[config.mk]
export PLATFORM = sky130hd
export DESIGN_NAME = fifo_uart_tx
export DESIGN_NICKNAME = d
export VERILOG_FILES = /design/src/rtl/fifo_uart_tx.sv
export SDC_FILE = /design/constraint.sdc
export NUM_CORES = 1
export LEC_CHECK = 0
export ABC_AREA = 1
export CORE_MARGIN = 2
export CORE_UTILIZATION = 40
export CTS_CLUSTER_DIAMETER = 30
export DETAILED_ROUTE_END_ITERATION = 10
export GPL_TIMING_DRIVEN = 0
export PLACE_DENSITY = 0.58
export SLEW_MARGIN = 20
export SYNTH_ARGS = -nofsm -noshare
export SYNTH_HDL_FRONTEND = slang
export SYNTH_SLANG_ARGS = --single-unit
[constraint.sdc]
create_clock -name clk -period 1.7 [get_ports clk]
set_input_delay 0.51 -clock clk [delete_from_list [all_inputs] [get_ports clk]]
set_output_delay 0.51 -clock clk [all_outputs]
set_load 0.01 [all_outputs]
[src/rtl/fifo_uart_tx.sv]
// Drains a synchronous FIFO one word at a time and serializes each word as a
// UART frame: start bit, WIDTH data bits LSB first, optional even parity, stop bit.
module fifo_uart_tx #(
    parameter int WIDTH        = 8,
    parameter int CLKS_PER_BIT = 16,
    parameter int PARITY_EN    = 0
) (
    input  logic             clk,
    input  logic             rst,
    input  logic             enable,
    input  logic             fifo_empty,
    input  logic [WIDTH-1:0] fifo_data,
    output logic             fifo_rd_en,
    output logic             tx,
    output logic             busy,
    output logic             frame_done
);

    localparam int BAUD_W = $clog2(CLKS_PER_BIT);
    localparam int BIT_W  = $clog2(WIDTH + 1);

    localparam logic [BAUD_W-1:0] BAUD_LAST   = BAUD_W'(CLKS_PER_BIT - 1);
    localparam logic [BAUD_W-1:0] BAUD_PENULT = BAUD_W'(CLKS_PER_BIT - 2);
    localparam logic [BIT_W-1:0]  BIT_LAST    = BIT_W'(WIDTH - 1);

    typedef enum logic [2:0] {
        IDLE,
        FETCH,
        LOAD,
        START,
        DATA,
        PARITY,
        STOP
    } state_t;

    state_t            state;
    logic [BAUD_W-1:0] baud_cnt;
    logic [BIT_W-1:0]  bit_cnt;
    logic [WIDTH-1:0]  shift_reg;
    logic              parity_bit;

    // Every output is a register; the next bit's level is loaded into tx on the
    // same edge that ends the current bit, so tx only moves on bit boundaries.
    always_ff @(posedge clk or posedge rst) begin
        if (rst) begin
            state      <= IDLE;
            tx         <= 1'b1;
            fifo_rd_en <= 1'b0;
            busy       <= 1'b0;
            frame_done <= 1'b0;
            baud_cnt   <= '0;
            bit_cnt    <= '0;
            shift_reg  <= '0;
            parity_bit <= 1'b0;
        end else begin
            fifo_rd_en <= 1'b0;
            frame_done <= 1'b0;
            case (state)
                IDLE: begin
                    tx <= 1'b1;
                    if (enable && !fifo_empty) begin
                        state      <= FETCH;
                        fifo_rd_en <= 1'b1;
                        busy       <= 1'b1;
                    end
                end
                FETCH: begin
                    state <= LOAD;
                end
                LOAD: begin
                    shift_reg  <= fifo_data;
                    parity_bit <= ^fifo_data;
                    bit_cnt    <= '0;
                    baud_cnt   <= '0;
                    tx         <= 1'b0;
                    state      <= START;
                end
                START: begin
                    if (baud_cnt == BAUD_LAST) begin
                        baud_cnt <= '0;
                        tx       <= shift_reg[0];
                        state    <= DATA;
                    end else begin
                        baud_cnt <= baud_cnt + 1'b1;
                    end
                end
                DATA: begin
                    if (baud_cnt == BAUD_LAST) begin
                        baud_cnt  <= '0;
                        shift_reg <= shift_reg >> 1;
                        if (bit_cnt == BIT_LAST) begin
                            if (PARITY_EN != 0) begin
                                tx    <= parity_bit;
                                state <= PARITY;
                            end else begin
                                tx    <= 1'b1;
                                state <= STOP;
                            end
                        end else begin
                            bit_cnt <= bit_cnt + 1'b1;
                            tx      <= shift_reg[1];
                        end
                    end else begin
                        baud_cnt <= baud_cnt + 1'b1;
                    end
                end
                PARITY: begin
                    if (baud_cnt == BAUD_LAST) begin
                        baud_cnt <= '0;
                        tx       <= 1'b1;
                        state    <= STOP;
                    end else begin
                        baud_cnt <= baud_cnt + 1'b1;
                    end
                end
                STOP: begin
                    // Raised one edge early so the pulse lands on the final stop cycle.
                    if (baud_cnt == BAUD_PENULT) begin
                        frame_done <= 1'b1;
                    end
                    if (baud_cnt == BAUD_LAST) begin
                        baud_cnt <= '0;
                        busy     <= 1'b0;
                        state    <= IDLE;
                    end else begin
                        baud_cnt <= baud_cnt + 1'b1;
                    end
                end
                default: begin
                    tx    <= 1'b1;
                    busy  <= 1'b0;
                    state <= IDLE;
                end
            endcase
        end
    end

endmodule

After elaboration in Yosys (flattened, before gate mapping). Cells that the tools add are included.

Muxes and demuxes: 26. Bitwise operators: 2. Add/sub/neg operators: 2. Equality and inequality tests: 16. Reductions and logical operators: 13.

Operator list (number): $pmux 3 s7 (1); $mux 3 (6); $pmux 4 s2 (2); $pmux 8 s2 (1); $ne 2x2->1 const B (7); $mux 4 (3); $mux 1 (10); $eq 3x3->1 const B (3); $add 4x1->4 const B (2); $eq 4x4->1 const B (2); $mux 8 (1); $eq 3x2->1 const B (2); $reduce_and 3->1 (2); $reduce_and 6->1 (1); $pmux 1 s5 (1); $reduce_or 5->1 (1); $eq 4x3->1 const B (1); $reduce_and 4->1 (1); $reduce_bool 2->1 (2); $reduce_or 4->1 (1); $eq 3x1->1 const B (1); $logic_not 3->1 (1); $pmux 1 s3 (1); $not 1->1 (2); other kinds (4) (4).

Input bits: 12. Logic and storage cells: 67. Register bits after elaboration: 23. Output and inout port bits: 4.

Logic depth before layout (Yosys ltp). Gate-level depths: netlist (run 1).

Depth in word-level cells: 4. Depth in mapped cells: 10. Gate-level depth less buffers: 9.

Least setup slack after synthesis (run 1). No wires, ideal clock.

Path kind: register to register. From: register baud_cnt[1]. To: register state[1]. Path buffers: 0. Arrival time: 1.212 ns. Clock period less this slack: 1.329 ns. Setup time: 0.117 ns. Stages on the path, launching flop included: 7. Data required time: 1.583 ns. Path slack: 0.371 ns. Cells stage by stage: dfrtp_1 ha_1 nand3_2 o21ai_1 nand3_1 nand2_1 nand2_1.

Cells in the longest elaborated chain, start to end: 3. Elaborated cells on any way between the ends: 6. Those cells by class: eq/ne: 5; reduce/logical: 1.

RTL lines: from (decl) (RTL line 37) `logic [BAUD_W-1:0] baud_cnt;`; from (signal assigned) (RTL line 84) `baud_cnt <= baud_cnt + 1'b1;`; from (signal assigned) (RTL line 104) `baud_cnt <= baud_cnt + 1'b1;`; from (signal assigned) (RTL line 113) `baud_cnt <= baud_cnt + 1'b1;`; $eq 4x4->1 (*); $ne 2x2->1 (no source line); $reduce_and 6->1 (no source line) (*); to (signal assigned) (RTL line 82) `state <= DATA;`; to (signal assigned) (RTL line 111) `state <= STOP;`; to (signal assigned) (RTL line 124) `state <= IDLE;`; to (decl) (RTL line 36) `state_t state;`.

Every way passes the cells marked *; elsewhere a longest branch is shown, timed or not. A chain may end at the register's enable or synchronous reset.

Final worst setup path (run 1).
From: register tx. To: output tx.

RTL lines: from (decl) (RTL line 14) `output logic tx,`; from (signal assigned) (RTL line 81) `tx <= shift_reg[0];`; from (signal assigned) (RTL line 93) `tx <= parity_bit;`; from (signal assigned) (RTL line 101) `tx <= shift_reg[1];`.

No word-level cell between the ends.

==> impl_metrics.env, run 1 <==
export IMPL_ir_worst_vdd_uv=545
export IMPL_gp_congestion=0.780
export IMPL_synth_top_cell_area_share=0.417
export IMPL_syn_instance_count=174
export IMPL_hold_viol_final=0
export IMPL_power_leakage_uw=0.000792
export IMPL_hold_path_class="flip-flop to flip-flop"
export IMPL_portBuffers=15
export IMPL_r2r_slack_ns=0.21
export IMPL_insertion_delay_ns=0.31
export IMPL_fp_dieW_microns=61.5
export IMPL_min_to="tx"
export IMPL_drive_gt1_frac=0.119
export IMPL_finClkSkew_ns=0.0116
export IMPL_status="finished, final reports clean"
export IMPL_grt_max_degree=24
export IMPL_grt_total_usage=0.147
export IMPL_crit_required_ns=1.19
export IMPL_async_flop_share=1.00
export IMPL_cts_tree="yes"
export IMPL_grt_pass1_vias=1034
export IMPL_fmax_ghz=0.619
export IMPL_period_share=0.951
export IMPL_drt_iter0_markers=27
export IMPL_antenna_left=0
export IMPL_hold_depth=2
export IMPL_grt_overflow_total=0
export IMPL_syn_avg_cell_area_sq_um=7.59
export IMPL_wire_per_inst_microns=10.5
export IMPL_critPathMaxStageDelay_ns=0.55
export IMPL_yosysWarnings=0
export IMPL_yosys_register_bits=23
export IMPL_finalSetupViolCount=0
export IMPL_grt_pass1_wl_microns=4160
export IMPL_cts_buffer_depth=2
export IMPL_rows=20
export IMPL_layout_nets=209
export IMPL_yosysMostFrequentCell="nand2_1"
export IMPL_path_cells="dlygate4sd2_1"
export IMPL_post_cts_buffers=0
export IMPL_reg2reg_depth=6
export IMPL_total_power_uw=2140
export IMPL_r2r_end="shift_reg[1]"
export IMPL_postCtsHoldBufs=0
export IMPL_slowest_stage="dfstp_2"
export IMPL_io_pins=16
export IMPL_area_growth_pct=18.1
export IMPL_h_tree_depth=1
export IMPL_wirelength_microns=2500
export IMPL_worst_slack_ns=0.0839
export IMPL_die_h_microns=61.5
export IMPL_start_kind="flip-flop"
export IMPL_critPathMaxFanout=2
export IMPL_viasPerCell=4.73
export IMPL_powerDensity_mw_per_mm2=1370
export IMPL_start_util=0.426
export IMPL_largest_reg_flops=8
export IMPL_clock_sinks=23
export IMPL_synth_cell_type_count=26
export IMPL_antenna_found_initial=0
export IMPL_synth_commonest_cells="nand2_1 (57), inv_1 (23), dfrtp_1 (22)"
export IMPL_remaining_drc_errors=0
export IMPL_slew_violations=0
export IMPL_synth_area_leader_cell="dfrtp_1"
export IMPL_fill_cells=334
export IMPL_hold_path_startpoint="tx"
export IMPL_vias=1121
export IMPL_synth_area_sq_mm=0.00132
export IMPL_dp_hpwl_microns=1880
export IMPL_coreArea_sq_mm=0.00310
export IMPL_ys_flop_type="dfrtp_1"
export IMPL_max_slew_margin_rel=0.409
export IMPL_cts_root_buf="clkbuf_4"
export IMPL_netlist_top_cells_area="dfrtp_1 (42%), nand2_1 (16%), inv_1 (6.5%)"
export IMPL_pre_cts_ws_ns=0.0419
export IMPL_critical_path_class="flip-flop to output pin"
export IMPL_yosysSeqAreaShare=0.437
export IMPL_worstMarginPinSlew_ns=0.886
export IMPL_die_area_sq_mm=0.00378
export IMPL_cap_violations=0
export IMPL_antenna_cells=0
export IMPL_setup_tns_final_ns=0
export IMPL_r2r_start="baud_cnt[1]"
export IMPL_crit_family="flip-flops"
export IMPL_cts_inserted_buffers=3
export IMPL_endpoint_kind="output pin"
export IMPL_firstDrtPassIters=4
export IMPL_grt_setup_unrepaired="no"
export IMPL_clkTransAtPathRegs_ns=0.12
export IMPL_crit_buf_inv=1
export IMPL_cp_arrival_ns=1.11
export IMPL_syn_num_nets=189
export IMPL_period_needed_ns=1.62
export IMPL_synth_edf_count=0
## per-layer routing
layer  vias up  part of all wire  global-route usage
li1        588                 -                   -
met1       504              0.48               0.186
met2        25              0.46               0.251
met3         4             0.040              0.0210
met4         0             0.013              0.0638
met5         -                 0                   0
## final cells by class
class                      count  area [sq um]  share of cell area
buffer                         4          37.5              0.0241
tap                           44          55.1              0.0353
multi-input combinational    120           612               0.392
timing repair buffer          15           145              0.0930
clock inverter                 1          5.00             0.00321
clock buffer                   3          22.5              0.0144
inverter                      27           106              0.0682
sequential                    23           577               0.370
## worst max-delay path by stage
| stage | start | to | slack (ns) | cells past startpoint |
|---|---|---|---|---|
| final | tx | tx | 0.08 | 1 |
| after global routing | tx | tx | 0.03 | 1 |
| after CTS | tx | tx | 0.06 | 1 |
| after detailed placement | rst | state[1] | 0.04 | 2 |
| after global placement | rst | bit_cnt[0] | 0.06 | 2 |
| after floorplan | baud_cnt[1] | state[1] | 0.37 | 6 |
## placed cells by master (no fill, tap or decap)
master and count:
a21oi_1 2, buf_4 2, buf_6 2, clkbuf_4 3, clkdlybuf4s50_1 11, clkinv_2 1
clkinv_4 1, dfrtp_1 22, dfstp_2 1, dlygate4sd2_1 4, ha_1 3, inv_1 23
inv_2 3, nand2_1 57, nand2_2 1, nand2_4 1, nand3_1 15, nand3_4 1
nand3b_1 1, nand4_1 2, nor2_1 5, nor2_2 2, nor2_8 1, nor3_1 1
o21ai_0 8, o21ai_1 15, o21ai_2 2, o21ai_4 1, or2_2 1, xor2_1 1
## report_power, final
group	switching [uW]	internal, uW
Clock	167	87.9
Sequential	116	740
Combinational	646	389
## per-stage QoR
step | hold slack [ns] | util | area, sq um | cells
final | 0.473 | 0.503 | 1560 | 237
after global routing | 0.498 | 0.503 | 1560 | 237
after CTS | 0.476 | 0.499 | 1550 | 237
after detailed placement | 0.457 | 0.492 | 1530 | 233
after global placement | 0.455 | 0.492 | 1530 | 233
after floorplan | 0.468 | - | 1320 | 174
## timing repair
| item | 4_1_cts | 5_1_grt |
|---|---|---|
| cloned | 0 | 0 |
| setup endpoints to repair | 4 | 2 |
| endpoints found under the hold margin | 0 | 0 |
| gates resized for setup | 4 | 2 |
## kinds of logic after synthesis
| group | count (synthesis) | synth area share |
|---|---|---|
| AND/OR/NAND/NOR | 88 | 0.302 |
| buffers and inverters | 31 | 0.109 |
| AO/OA/AOI/OAI | 28 | 0.117 |
| flip-flops | 23 | 0.437 |
| adder cells (fa/ha/maj) | 3 | 0.0284 |
| XOR/XNOR | 1 | 0.00663 |
Note: power is estimated with default switching activity, not from simulation.
==> inputs of run 2 (changes only) <==
--- a/config.mk
+++ b/config.mk
@@ -12,6 +12,7 @@
 export DETAILED_ROUTE_END_ITERATION = 10
 export GPL_TIMING_DRIVEN = 0
 export PLACE_DENSITY = 0.58
+export REMOVE_ABC_BUFFERS = 1
 export SLEW_MARGIN = 20
 export SYNTH_ARGS = -nofsm -noshare
 export SYNTH_HDL_FRONTEND = slang
==> run 2 against run 1 <==
Against the previous run:
- global-route usage is 1.2 points higher
- setup slack worse by 0.0061 ns
- sequential power up 5.6%
- first-iteration DRC count up 19%
- die area did not move
- clock skew shrank 0.0034 ns
- fmax fell by 0.38%
- largest power group unchanged
- critical path type unchanged
- final cell count fell by 1.3%
==> impl_metrics.env, run 2 (same netlist as run 1, synthesis figures left out) <==
export IMPL_powerDensity_mw_per_mm2=1380
export IMPL_io_pins=16
export IMPL_worstMarginPinSlew_ns=0.894
export IMPL_cp_arrival_ns=1.11
export IMPL_area_growth_pct=16.7
export IMPL_final_cells=234
export IMPL_slew_violations=0
export IMPL_finalSetupViolCount=0
export IMPL_viasPerCell=4.74
export IMPL_power_leakage_uw=0.000776
export IMPL_gp_congestion=0.802
export IMPL_clock_sinks=23
export IMPL_dp_hpwl_microns=1920
export IMPL_grt_total_usage=0.159
export IMPL_grt_overflow_total=0
export IMPL_cts_root_buf="clkbuf_4"
export IMPL_hold_path_class="flip-flop to flip-flop"
export IMPL_layout_nets=206
export IMPL_status="finished, final reports clean"
export IMPL_period_needed_ns=1.62
export IMPL_final_cell_mix="nand2_1 (57), inv_1 (23), dfrtp_1 (22)"
export IMPL_fp_dieW_microns=61.5
export IMPL_coreArea_sq_mm=0.00310
export IMPL_ir_worst_vdd_uv=561
export IMPL_wirelength_microns=2520
export IMPL_drive_gt1_frac=0.100
export IMPL_antenna_found_initial=0
export IMPL_insertion_delay_ns=0.31
export IMPL_firstDrtPassIters=3
export IMPL_h_tree_depth=1
export IMPL_grt_max_degree=24
export IMPL_finClkSkew_ns=0.00823
export IMPL_setup_tns_final_ns=0
export IMPL_path_cells="dlygate4sd2_1"
export IMPL_endpoint_kind="output pin"
export IMPL_clkTransAtPathRegs_ns=0.13
export IMPL_antenna_cells=0
export IMPL_crit_buf_inv=1
export IMPL_grt_pass1_vias=1119
export IMPL_largest_reg_flops=8
export IMPL_cap_violations=0
export IMPL_wire_per_inst_microns=10.8
export IMPL_vias=1110
export IMPL_cts_buffer_depth=2
export IMPL_crit_required_ns=1.19
export IMPL_period_share=0.954
export IMPL_slowest_stage="dfstp_2"
export IMPL_drt_iter0_markers=32
export IMPL_rows=20
export IMPL_grt_setup_unrepaired="no"
export IMPL_critPathMaxFanout=2
export IMPL_grt_pass1_wl_microns=4490
export IMPL_cts_tree="yes"
export IMPL_antenna_left=0
export IMPL_dpl_cell_area_sq_mm=0.00149
export IMPL_hold_viol_final=0
export IMPL_die_area_sq_mm=0.00378
export IMPL_die_h_microns=61.5
export IMPL_critPathMaxStageDelay_ns=0.55
export IMPL_fill_cells=334
export IMPL_cts_inserted_buffers=3
export IMPL_mostFrequentLayoutCell="nand2_1"
export IMPL_portBuffers=15
export IMPL_max_slew_margin_rel=0.403
export IMPL_remaining_drc_errors=0
export IMPL_place_inst=229
export IMPL_start_kind="flip-flop"
export IMPL_fmax_ghz=0.616
export IMPL_crit_family="flip-flops"
export IMPL_critical_path_class="flip-flop to output pin"
export IMPL_fin_area_sq_mm=0.00154
export IMPL_start_util=0.426
## run 2: final timing paths
kind	start	end	depth (start not counted)	slack [ns]
worst max-delay path	tx	tx	1	0.08
worst min-delay path	tx	tx	2	0.47
worst max register to register	state[1]	shift_reg[5]	8	0.14
worst min register to register	tx	tx	2	0.47
max in group asynchronous	rst	baud_cnt[2]	2	0.46
min in group asynchronous	rst	shift_reg[0]	2	0.69
## run 2: power by group
group	switching [uW]	internal, uW	leakage, uW	total, uW
clock	161	91.4	0.0000150	253
sequential	163	739	0.000294	903
combinational	595	376	0.000467	971
## run 2: what timing repair did
item | in CTS | in global routing
gates resized for setup | 4 | 2
buffers inserted | 0 | 1
hold buffers | 0 | 0
endpoints found under the setup margin | 4 | 9
pin swaps | 0 | 1
## run 2: worst reg2reg max path, cell delays in order, from the launching register on
cell and delay [ns]:
dfrtp_1 0.59, clkinv_4 0.11, nand2_4 0.11, nor2_8 0.05
inv_2 0.22, o21ai_4 0.10, buf_12 0.15, nand2_1 0.06
o21ai_1 0.06
## run 2: through the flow
step	power, uW	setup slack, ns	utilization	hold slack (ns)
after CTS	2110	0.0549	0.487	0.478
after detailed placement	1860	0.0227	0.480	0.458
after global placement	1820	0.0661	0.480	0.455
after floorplan	1600	0.344	-	0.468
final	2130	0.0778	0.497	0.473
after global routing	2360	0.00366	0.497	0.493
## run 2: cell type report
type                    instances  area, sq um  area share
repair buffers                 16          165       0.107
well taps                      44         55.1      0.0357
multi-input cells             120          612       0.397
inverters                      27          106      0.0690
flip-flops and latches         23          577       0.374
clock buffers                   4         26.3      0.0170
## run 2: layer usage
metal	wire, microns	global-route usage	vias to the layer above
met5	0	0	-
met4	19	0.0638	0
met3	67	0.0336	2
met2	1270	0.284	11
met1	1170	0.185	506
li1	-	-	591
==> inputs of run 3 (changes only) <==
--- a/config.mk
+++ b/config.mk
@@ -11,6 +11,7 @@
 export CTS_CLUSTER_DIAMETER = 30
 export DETAILED_ROUTE_END_ITERATION = 10
 export GPL_TIMING_DRIVEN = 0
+export HOLD_SLACK_MARGIN = 0.12
 export PLACE_DENSITY = 0.58
 export REMOVE_ABC_BUFFERS = 1
 export SLEW_MARGIN = 20
==> results of run 3 <==
Same layout as run 2: the final DEF is identical, and so are final timing and power.
